==> src/rtl/sa_pkg.sv <==
// Shared definitions for the systolic-array host driver.
// Covers the matrix geometry, the byte width, the buffer depths and the controller states.
package sa_pkg;

    localparam int N         = 4;
    localparam int DW        = 8;
    localparam int OP_BYTES  = 2 * N * N;
    localparam int RES_BYTES = N * N;

    typedef enum logic [2:0] {
        IDLE,
        EN,
        LOAD,
        WAIT,
        CAPTURE,
        DONE
    } sa_state_t;

endpackage

==> src/rtl/sa_byte_regfile.sv <==
// Byte-wide register file with one synchronous write port and one asynchronous read port.
// A synchronous reset clears every entry to zero.
module sa_byte_regfile
    import sa_pkg::*;
#(
    parameter int DEPTH = 16,
    parameter int AW    = $clog2(DEPTH)
) (
    input  logic          clk,
    input  logic          rst,
    input  logic          we,
    input  logic [AW-1:0] waddr,
    input  logic [DW-1:0] wdata,
    input  logic [AW-1:0] raddr,
    output logic [DW-1:0] rdata
);

    logic [DW-1:0] mem [DEPTH];

    always_ff @(posedge clk) begin
        if (rst) begin
            for (int i = 0; i < DEPTH; i++) begin
                mem[i] <= '0;
            end
        end else if (we) begin
            mem[waddr] <= wdata;
        end
    end

    assign rdata = mem[raddr];

endmodule

==> src/rtl/sa_host_driver.sv <==
// Host-side driver for the systolic-array coprocessor.
// It streams 32 operand bytes out to the coprocessor and collects the 16 result bytes that come back.
module sa_host_driver
    import sa_pkg::*;
#(
    parameter int TIMEOUT = 255
) (
    input  logic       clk,
    input  logic       rst,
    input  logic       wr_en,
    input  logic [4:0] wr_addr,
    input  logic [7:0] wr_data,
    input  logic       start,
    input  logic [3:0] rd_addr,
    output logic [7:0] rd_data,
    output logic       busy,
    output logic       done,
    output logic       err,
    output logic       cop_en,
    output logic [7:0] cop_shift_in,
    input  logic [7:0] cop_shift_out,
    input  logic       cop_ack
);

    localparam logic [7:0] TIMEOUT_CNT = 8'(TIMEOUT);

    sa_state_t     state, state_next;
    logic [5:0]    load_cnt, load_cnt_next;
    logic [7:0]    wait_cnt, wait_cnt_next;
    logic [3:0]    cap_idx, cap_idx_next;
    logic          err_q, err_next;

    logic          op_we;
    logic [DW-1:0] op_rdata;
    logic          res_we;
    logic [3:0]    res_waddr;

    // Operand bytes may only change while no run is in flight.
    assign op_we = wr_en && (state == IDLE);

    sa_byte_regfile #(.DEPTH(OP_BYTES)) u_operands (
        .clk   (clk),
        .rst   (rst),
        .we    (op_we),
        .waddr (wr_addr),
        .wdata (wr_data),
        .raddr (load_cnt[4:0]),
        .rdata (op_rdata)
    );

    sa_byte_regfile #(.DEPTH(RES_BYTES)) u_results (
        .clk   (clk),
        .rst   (rst),
        .we    (res_we),
        .waddr (res_waddr),
        .wdata (cop_shift_out),
        .raddr (rd_addr),
        .rdata (rd_data)
    );

    always_ff @(posedge clk) begin
        if (rst) begin
            state    <= IDLE;
            load_cnt <= '0;
            wait_cnt <= '0;
            cap_idx  <= '0;
            err_q    <= 1'b0;
        end else begin
            state    <= state_next;
            load_cnt <= load_cnt_next;
            wait_cnt <= wait_cnt_next;
            cap_idx  <= cap_idx_next;
            err_q    <= err_next;
        end
    end

    always_comb begin
        state_next    = state;
        load_cnt_next = load_cnt;
        wait_cnt_next = wait_cnt;
        cap_idx_next  = cap_idx;
        err_next      = err_q;
        res_we        = 1'b0;
        res_waddr     = cap_idx;

        case (state)
            IDLE: begin
                if (start) begin
                    state_next    = EN;
                    err_next      = 1'b0;
                    load_cnt_next = '0;
                    wait_cnt_next = '0;
                    cap_idx_next  = '0;
                end
            end
            EN: begin
                state_next = LOAD;
            end
            LOAD: begin
                if (load_cnt == 6'd31) begin
                    state_next    = WAIT;
                    load_cnt_next = '0;
                    wait_cnt_next = '0;
                end else begin
                    load_cnt_next = load_cnt + 6'd1;
                end
            end
            // An ack arriving on the last allowed WAIT cycle still wins over the timeout.
            WAIT: begin
                if (cop_ack) begin
                    res_we       = 1'b1;
                    res_waddr    = 4'd0;
                    cap_idx_next = 4'd1;
                    state_next   = CAPTURE;
                end else if (wait_cnt == TIMEOUT_CNT) begin
                    err_next   = 1'b1;
                    state_next = DONE;
                end else begin
                    wait_cnt_next = wait_cnt + 8'd1;
                end
            end
            CAPTURE: begin
                if (cop_ack) begin
                    res_we = 1'b1;
                    if (cap_idx == 4'd15) begin
                        cap_idx_next = '0;
                        state_next   = DONE;
                    end else begin
                        cap_idx_next = cap_idx + 4'd1;
                    end
                end else begin
                    err_next   = 1'b1;
                    state_next = DONE;
                end
            end
            DONE: begin
                state_next = IDLE;
            end
            default: begin
                state_next = IDLE;
            end
        endcase
    end

    assign busy         = (state != IDLE);
    assign done         = (state == DONE);
    assign cop_en       = (state == EN);
    assign cop_shift_in = (state == LOAD) ? op_rdata : '0;
    assign err          = err_q;

endmodule

==> config.mk <==
export PLATFORM = sky130hd
export DESIGN_NAME = sa_host_driver
export DESIGN_NICKNAME = d
export VERILOG_FILES = /design/src/rtl/sa_pkg.sv /design/src/rtl/sa_byte_regfile.sv /design/src/rtl/sa_host_driver.sv
export SDC_FILE = /design/constraint.sdc
export NUM_CORES = 1
export LEC_CHECK = 0
export CAP_MARGIN = 15
export CELL_PAD_IN_SITES_DETAIL_PLACEMENT = 1
export CELL_PAD_IN_SITES_GLOBAL_PLACEMENT = 2
export CORE_MARGIN = 3
export CORE_UTILIZATION = 43
export CTS_BUF_LIST = sky130_fd_sc_hd__clkbuf_2
export DETAILED_ROUTE_END_ITERATION = 10
export GPL_ROUTABILITY_DRIVEN = 0
export PLACE_DENSITY = 0.75
export SLEW_MARGIN = 10
export SYNTH_ARGS = -nofsm -noshare
export SYNTH_HDL_FRONTEND = slang
export SYNTH_SLANG_ARGS = --single-unit
==> constraint.sdc <==
create_clock -name clk -period 2.3 [get_ports clk]
set_clock_uncertainty 0.05 [all_clocks]
set_input_delay 0.23 -clock clk [delete_from_list [all_inputs] [get_ports clk]]
set_output_delay 0.23 -clock clk [all_outputs]
set_load 0.02 [all_outputs]
==> impl_summary.txt, run 1 <==
----------------------------------------------------
[STA]
  Setup Viol. Count Final ... 34
  Final count of pins violating max slew ... 0
  Least setup slack across all paths after layout ... -1190 ps
  Min Clock Period, post-route ... 3490 ps
  Timing-limited maximum frequency ... 0.286 GHz
  Pin slew with the least headroom to its limit ... 777 ps
  RSZ-0062 raised after global routing ... yes
  Final clock period utilization by the worst path ... 152%
  Tightest slew margin relative to the limit ... 48.0%
  Number of hold-slack violations in the final timing report ... 0

[Floorplanning]
  Die ar. ... 0.0478 sq mm
  Die Span X ... 219 um
  Core region area ... 0.0444 sq mm
  Overall die height ... 219 um
  I/O pins ... 50
  Row cnt ... 77
  Initial Util ... 43.7%

[Detailed routing]
  First-pass iteration count of the detailed router ... 5
  DRC violation count after routing ... 0
  Met3 WL post-DR ... 2.04 mm
  Remaining antenna violation count ... 0
  Highest metal layer with signal wires ... met4
  Routed wirelength normalized by instance count ... 23.3 um
  Via-per-instance ratio ... 5.33
  Iter 0 DRT Violations ... 890
  Total routed wirelength ... 52.0 mm
  Detailed-routing wirelength on met1 ... 21.6 mm
  Wire length on met2 ... 27.0 mm
  Via total after detailed routing ... 11900

[Clock tree]
  Clk sink count ... 411
  Clk pin slew, worst setup/hold paths ... 120 ps
  CTS Buf Count ... 107
  Worst-case clock buffer depth ... 3
  Cell chosen for the clock root ... sky130_fd_sc_hd__clkbuf_2
  Clock latency reported for the late side of the worst-skew pair ... 1050 ps
  TritonCTS clock tree ... yes
  CTS H-tree lvls ... 3

[Critical path]
  Setup Crit Path Kind ... reg -> out
  Worst EP arrival ... 3210 ps
  CP max stage delay ... 490 ps
  Crit path depth ... 7
  Reg2Reg Launch Point ... state[1]$_SDFFE_PP0P_
  Data required time of the critical path ... 2020 ps
  Number of cells on the worst reg-to-reg path ... 8
  Endpoint type of the worst setup path ... primary output
  Kind of launch point of the worst setup path ... register
  Worst Path Buf+Inv ... 3
  Slowest stage cell, crit path ... sky130_fd_sc_hd__mux4_2
  Crit-path max FO ... 5
  Cell-by-cell trace of the critical path ... buf_12 -> buf_4 -> mux4_2 -> mux2i_2 -> o22ai_2 -> or3_4 -> buf_6
  Delay-heaviest family, CP ... multiplexers

[Global route]
  GRT Residual Overflow ... 0
  Number of antenna violations at the first check in global routing ... 2
  Maximum number of pins on one net before global-route repair ... 37
  Wire length of the first global-routing pass ... 79.4 mm
  Vias in the first global route ... 12900
  Global routing usage summed across all routing layers ... 22.4%

[Cells and area]
  Area growth, synth to finish ... 19.8%
  Commonest non-fill, non-tap cell in the layout ... sky130_fd_sc_hd__edfxtp_1
  Finished Layout Cells ... 2231
  Ratio of cells with drive above 1 in the final layout ... 35.0%
  Commonest cells after routing, fill and taps aside ... sky130_fd_sc_hd__edfxtp_1 (384), sky130_fd_sc_hd__and2_1 (383), sky130_fd_sc_hd__clkbuf_2 (147)
  Post-route cell area ... 0.0233 sq mm
  Net count reported at finish ... 1583
  Fillers ... 4384

[Yosys]
  Synthesized Nets ... 1336
  Prevailing post-synth register cell ... sky130_fd_sc_hd__edfxtp_1
  Cell area after synthesis ... 0.0194 sq mm
  Post-synth EDFFs ... 384
  Flop and latch count out of synthesis ... 411
  Share of the yosys chip area belonging to registers ... 62.1%
  Syn Inst Count ... 1303
  Synth unique cells ... 65
  Avg Synthesized Cell Area ... 14.9 sq um
  Synth async-reset ratio ... 0%
  Number of synthesis warnings ... 0

[Placement]
  Pre-CTS worst setup slack ... -460 ps
  Number of port buffers ... 49
  Number of instances in the placed design ... 1990
  Standard cell area after detailed placement ... 0.0214 sq mm
  HPWL after DPL ... 35.1 mm

[Hold path]
  Worst hold path cell count ... 5
  Startpoint of the worst hold path ... wr_addr[0]
  Path category of the worst min-delay check ... in -> reg

[Outcome]
  Violated checks ... negative setup slack
  Result of the run ... finished with violations

[Power and ir drop]
  Largest voltage drop on the vdd net ... 0.451 mV
  Static power due to leakage ... 8.75 nW
  Areal power density over the cells ... 655 mW/mm^2

[Job]
  Number of max-cap violations ... 0

----------------------------------------------------
==> cells in the mapped netlist (all sizes together) (5+ instances only) <==
cell type | number | area, sq um
inv | 21 | 78.8
nand4 | 9 | 56.3
or2 | 51 | 319
a311oi | 6 | 52.6
a21oi | 8 | 43.8
nor2 | 43 | 169
buf | 30 | 196
o22ai | 18 | 113
nor4 | 6 | 62.6
nor3 | 23 | 282
nand3 | 10 | 50.1
nand2b | 11 | 68.8
mux4 | 104 | 2340
nand2 | 10 | 37.5
dfxtp | 27 | 541
and2 | 385 | 2410
clkbuf | 54 | 203
nor2b | 6 | 37.5
nor3b | 5 | 42.5
mux2i | 19 | 190
a41oi | 5 | 43.8
a22o | 6 | 52.6
o21ai | 7 | 35.0
edfxtp | 384 | 11500
or3 | 11 | 73.8
==> final cells by class <==
class / instances / area, sq um / area share (%)
tap: 592 / 741 / 3.18
multi-input combinational: 787 / 7220 / 31.0
antenna: 1 / 2.50 / 0.0108
sequential: 411 / 12100 / 51.9
timing repair buffer: 222 / 2160 / 9.26
clock buffer: 147 / 736 / 3.16
inverter: 21 / 78.8 / 0.339
clock inverter: 50 / 256 / 1.10
==> through the flow <==
step / TNS [ps] / power [mW] / utilization [%] / hold slack (ps)
final: -14600 / 15.2 / 52.4 / 298
after global routing: -18980 / 16.0 / 52.4 / 203
after CTS: -17970 / 15.4 / 51.7 / 135
after detailed placement: -7690 / 10.1 / 48.2 / 441
after global placement: -6860 / 10.1 / 48.2 / 424
after floorplan: 0 / 9.44 / - / 378
==> worst reg2reg max path, cell delays in order, from the launching register on <==
cell and delay (ps):
sky130_fd_sc_hd__dfxtp_2 330, sky130_fd_sc_hd__buf_6 120, sky130_fd_sc_hd__buf_8 110, sky130_fd_sc_hd__buf_8 120, sky130_fd_sc_hd__or3b_4 380, sky130_fd_sc_hd__or3_4 390
sky130_fd_sc_hd__nor3_4 300, sky130_fd_sc_hd__or2_4 180, sky130_fd_sc_hd__buf_12 120
==> per-layer routing <==
| metal | up-vias | global-route usage (%) |
|---|---|---|
| met5 | - | 0 |
| met4 | 0 | 8.37 |
| met3 | 97 | 3.66 |
| met2 | 272 | 39.0 |
| met1 | 6104 | 28.2 |
| li1 | 5414 | - |
==> path summary, 6_finish.rpt <==
check                                                     endpoint  slack [ps]
worst max register to register   u_results.mem[4][6]$_SDFFCE_PN0P_         -60
worst min-delay path            u_operands.mem[5][3]$_SDFFCE_PN0P_         300
worst min register to register            wait_cnt[4]$_SDFFE_PP0P_         470
worst max-delay path                               cop_shift_in[0]       -1190
==> what timing repair did <==
item	CTS	global route
gates cloned	2	1
setup endpoints to repair	61	323
setup buffers	17	11
hold buffers	14	0
hold endpoints to repair	306	0
resized for setup	163	61
pin swaps	12	19
==> flip-flops by register name, indices dropped and copies added (netlist names), named ones only <==
register        cells
state               3
u_results.mem     128
u_operands.mem    256
err                 1
cap_idx             4
load_cnt            6
wait_cnt            8
==> power by group <==
group	internal (mW)	switching [mW]	total, mW
sequential	8.40	0.109	8.51
clock	1.99	3.13	5.11
combinational	0.745	0.876	1.62
==> cell families after synthesis <==
logic type | Yosys count | synth area share [%]
simple gates | 585 | 19.3
buf+inv | 105 | 2.46
compound gates | 74 | 2.77
flops | 411 | 62.1
mux | 125 | 13.2
fa+ha+maj | 3 | 0.193
(Power assumes the default switching activity.)
==> inputs of run 2 (changes only) <==
Settings changed: CORE_MARGIN 3 to 2.
==> run 2 against run 1 <==
Net effect:
- the run still ends with negative setup slack left
- largest cell class unchanged
- sequential cell count stayed put
- via count shrank 0.12%
- critical path depth fell by 1
- highest routed layer unchanged
==> impl_summary.txt, run 2 (synthesis results as in run 1) <==
----------------------------------------------------
[Power and ir drop]
  Switch Pwr ... 4.08 mW (was 4.11 mW)
  Combinational share of power ... 10.7% (was 10.6%)
  Internal power component ... 11.3 mW (was 11.1 mW)
  Static power due to leakage ... 8.82 nW (was 8.75 nW)
  Sequential power share ... 55.4% (was 55.8%)
  Areal power density over the cells ... 662 mW/mm^2 (was 655 mW/mm^2)
  Fraction of power spent switching nets ... 26.5% (was 27.0%)
  Clock power share ... 34.0% (was 33.5%)
  Largest voltage drop on the vdd net ... 0.382 mV (was 0.451 mV)
  Overall power after layout ... 15.4 mW (was 15.2 mW)

[Detailed routing]
  Via total after detailed routing ... 11900 (about the same)
  Iter 0 DRT Violations ... 747 (was 890)
  Remaining antenna violation count ... 0 (unchanged)
  Routed wirelength normalized by instance count ... 23.3 um (about the same)
  DRC violation count after routing ... 0 (unchanged)
  Via-per-instance ratio ... 5.29 (was 5.33)
  Total routed wirelength ... 52.2 mm (was 52.0 mm)
  First-pass iteration count of the detailed router ... 5 (unchanged)

[Critical path]
  Data required time of the critical path ... 2020 ps (about the same)
  Worst EP arrival ... 3150 ps (was 3210 ps)
  Crit-path max FO ... 15 (was 5)
  Kind of launch point of the worst setup path ... register (unchanged)
  Setup Crit Path Kind ... reg -> out (unchanged)
  Endpoint type of the worst setup path ... primary output (unchanged)

[STA]
  Tightest slew margin relative to the limit ... 45.1% (was 48.0%)
  Final clock period utilization by the worst path ... 149% (was 152%)
  RSZ-0062 raised after global routing ... yes (unchanged)
  Setup Viol. Count Final ... 35 (was 34)
  Final count of pins violating max slew ... 0 (unchanged)
  Min Clock Period, post-route ... 3430 ps (was 3490 ps)
  Least setup slack across all paths after layout ... -1130 ps (was -1190 ps)
  Pin slew with the least headroom to its limit ... 821 ps (was 777 ps)
  Timing-limited maximum frequency ... 0.291 GHz (was 0.286 GHz)
  Number of hold-slack violations in the final timing report ... 0 (unchanged)

[Global route]
  Number of antenna violations at the first check in global routing ... 2 (unchanged)
  Maximum number of pins on one net before global-route repair ... 41 (was 37)
  GRT Residual Overflow ... 0 (unchanged)
  Wire length of the first global-routing pass ... 79.7 mm (was 79.4 mm)
  Vias in the first global route ... 12800 (was 12900)
  Global routing usage summed across all routing layers ... 22.8% (was 22.4%)

[Clock tree]
  Clock latency reported for the late side of the worst-skew pair ... 1060 ps (was 1050 ps)
  Clk sink count ... 411 (unchanged)
  CTS H-tree lvls ... 3 (unchanged)
  Clk pin slew, worst setup/hold paths ... 110 ps (was 120 ps)
  Cell chosen for the clock root ... sky130_fd_sc_hd__clkbuf_2 (unchanged)
  Worst-case clock buffer depth ... 3 (unchanged)
  TritonCTS clock tree ... yes (unchanged)
  CTS Buf Count ... 109 (was 107)

[Job]
  Number of max-cap violations ... 0 (unchanged)

[Cells and area]
  Ratio of cells with drive above 1 in the final layout ... 35.9% (was 35.0%)
  Commonest cells after routing, fill and taps aside ... sky130_fd_sc_hd__and2_1 (384), sky130_fd_sc_hd__edfxtp_1 (384), sky130_fd_sc_hd__clkbuf_2 (165) (was sky130_fd_sc_hd__edfxtp_1 (384), sky130_fd_sc_hd__and2_1 (383), sky130_fd_sc_hd__clkbuf_2 (147))
  Biggest register ... u_operands.mem (unchanged)
  Area growth, synth to finish ... 19.7% (was 19.8%)
  Net count reported at finish ... 1598 (was 1583)
  Number of flip-flops under the largest register name ... 256 (unchanged)
  Registers with the most flip-flops ... u_operands.mem: 256 flops, u_results.mem: 128 flops, wait_cnt: 8 flops (unchanged)
  Fillers ... 4407 (was 4384)

[Placement]
  HPWL after DPL ... 35.0 mm (was 35.1 mm)
  Pre-CTS worst setup slack ... -453 ps (was -460 ps)
  Number of port buffers ... 49 (unchanged)

[Floorplanning]
  Die ar. ... 0.0469 sq mm (was 0.0478 sq mm)
  Overall die height ... 217 um (was 219 um)
  Row cnt ... 77 (unchanged)
  Die Span X ... 217 um (was 219 um)
  Core region area ... 0.0444 sq mm (unchanged)
  Initial Util ... 43.7% (unchanged)
  I/O pins ... 50 (unchanged)

[Outcome]
  Result of the run ... finished with violations (unchanged)
  Violated checks ... negative setup slack (unchanged)

[Hold path]
  Path category of the worst min-delay check ... in -> reg (unchanged)

----------------------------------------------------
## run 2: repair_timing
action,in CTS,in global routing
setup endpoints to repair,73,96
pin swaps,7,7
resized for setup,159,40
buffers inserted,12,24
hold endpoints to repair,229,0
gates cloned,4,0
hold buffers,13,0
## run 2: layout make-up
cell class,instances,area (sq um),area share [%]
tap,592,741,3.19
antenna,4,10.0,0.0431
multi-input combinational,787,7090,30.5
clock buffer,165,826,3.55
inverter,21,78.8,0.339
clock inverter,29,173,0.743
timing repair buffer,235,2250,9.67
sequential,411,12100,52.0
## run 2: path summary, 6_finish.rpt
check	slack (ps)	endpoint	from	depth (start not counted)
setup / recovery	-1130	cop_shift_in[5]	register	6
hold / removal	240	u_operands.mem[25][3]$_SDFFCE_PN0P_	wr_addr[1]	5
setup reg to reg	-100	u_results.mem[4][3]$_SDFFCE_PN0P_	state[0]$_SDFFE_PP0P_	7
hold reg to reg	450	load_cnt[5]$_SDFFE_PP0P_	load_cnt[5]$_SDFFE_PP0P_	2
## run 2: per-layer routing
metal	global-route usage (%)	part of all wire, %	vias to the layer above	routed length, um
li1	-	-	5427	-
met1	29.2	43	6080	22300
met2	39.2	51	284	26600
met3	4.38	4.0	82	2080
met4	7.51	2.3	0	1210
met5	0	0	-	0
## run 2: through the flow
step | util, % | area (sq um) | std cells | hold slack (ps) | setup TNS (ps)
5_1_grt | 52.3 | 23200 | 2244 | 122 | -19050
2_1_floorplan | - | 19400 | 1303 | 378 | 0
3_5_place_dp | 48.3 | 21400 | 1997 | 438 | -9480
4_1_cts | 51.7 | 23000 | 2219 | 144 | -16620
6_report | 52.3 | 23200 | 2244 | 236 | -14790
3_3_place_gp | 48.3 | 21400 | 1997 | 426 | -8110
## run 2: worst max-delay path, stage by stage, from the launching register on
cell	delay (ps)
sky130_fd_sc_hd__dfxtp_4	410
sky130_fd_sc_hd__buf_12	180
sky130_fd_sc_hd__mux4_2	520
sky130_fd_sc_hd__mux2i_2	240
sky130_fd_sc_hd__o22ai_1	190
sky130_fd_sc_hd__or3_4	400
sky130_fd_sc_hd__buf_6	150
## run 2: power groups by stage
stage	clock network [mW]	registers [mW]	logic (mW)
6_report	5.22	8.51	1.64
5_1_grt	5.78	8.54	1.75
4_1_cts	5.41	8.52	1.60
3_5_place_dp	0	8.68	1.43
3_3_place_gp	0	8.67	1.41
2_1_floorplan	0	8.61	0.835
==> inputs of run 3 (changes only) <==
Settings changed: GPL_TIMING_DRIVEN set to 1.
==> results of run 3 <==
Same layout as run 2: the final DEF is identical, and so are final timing and power.
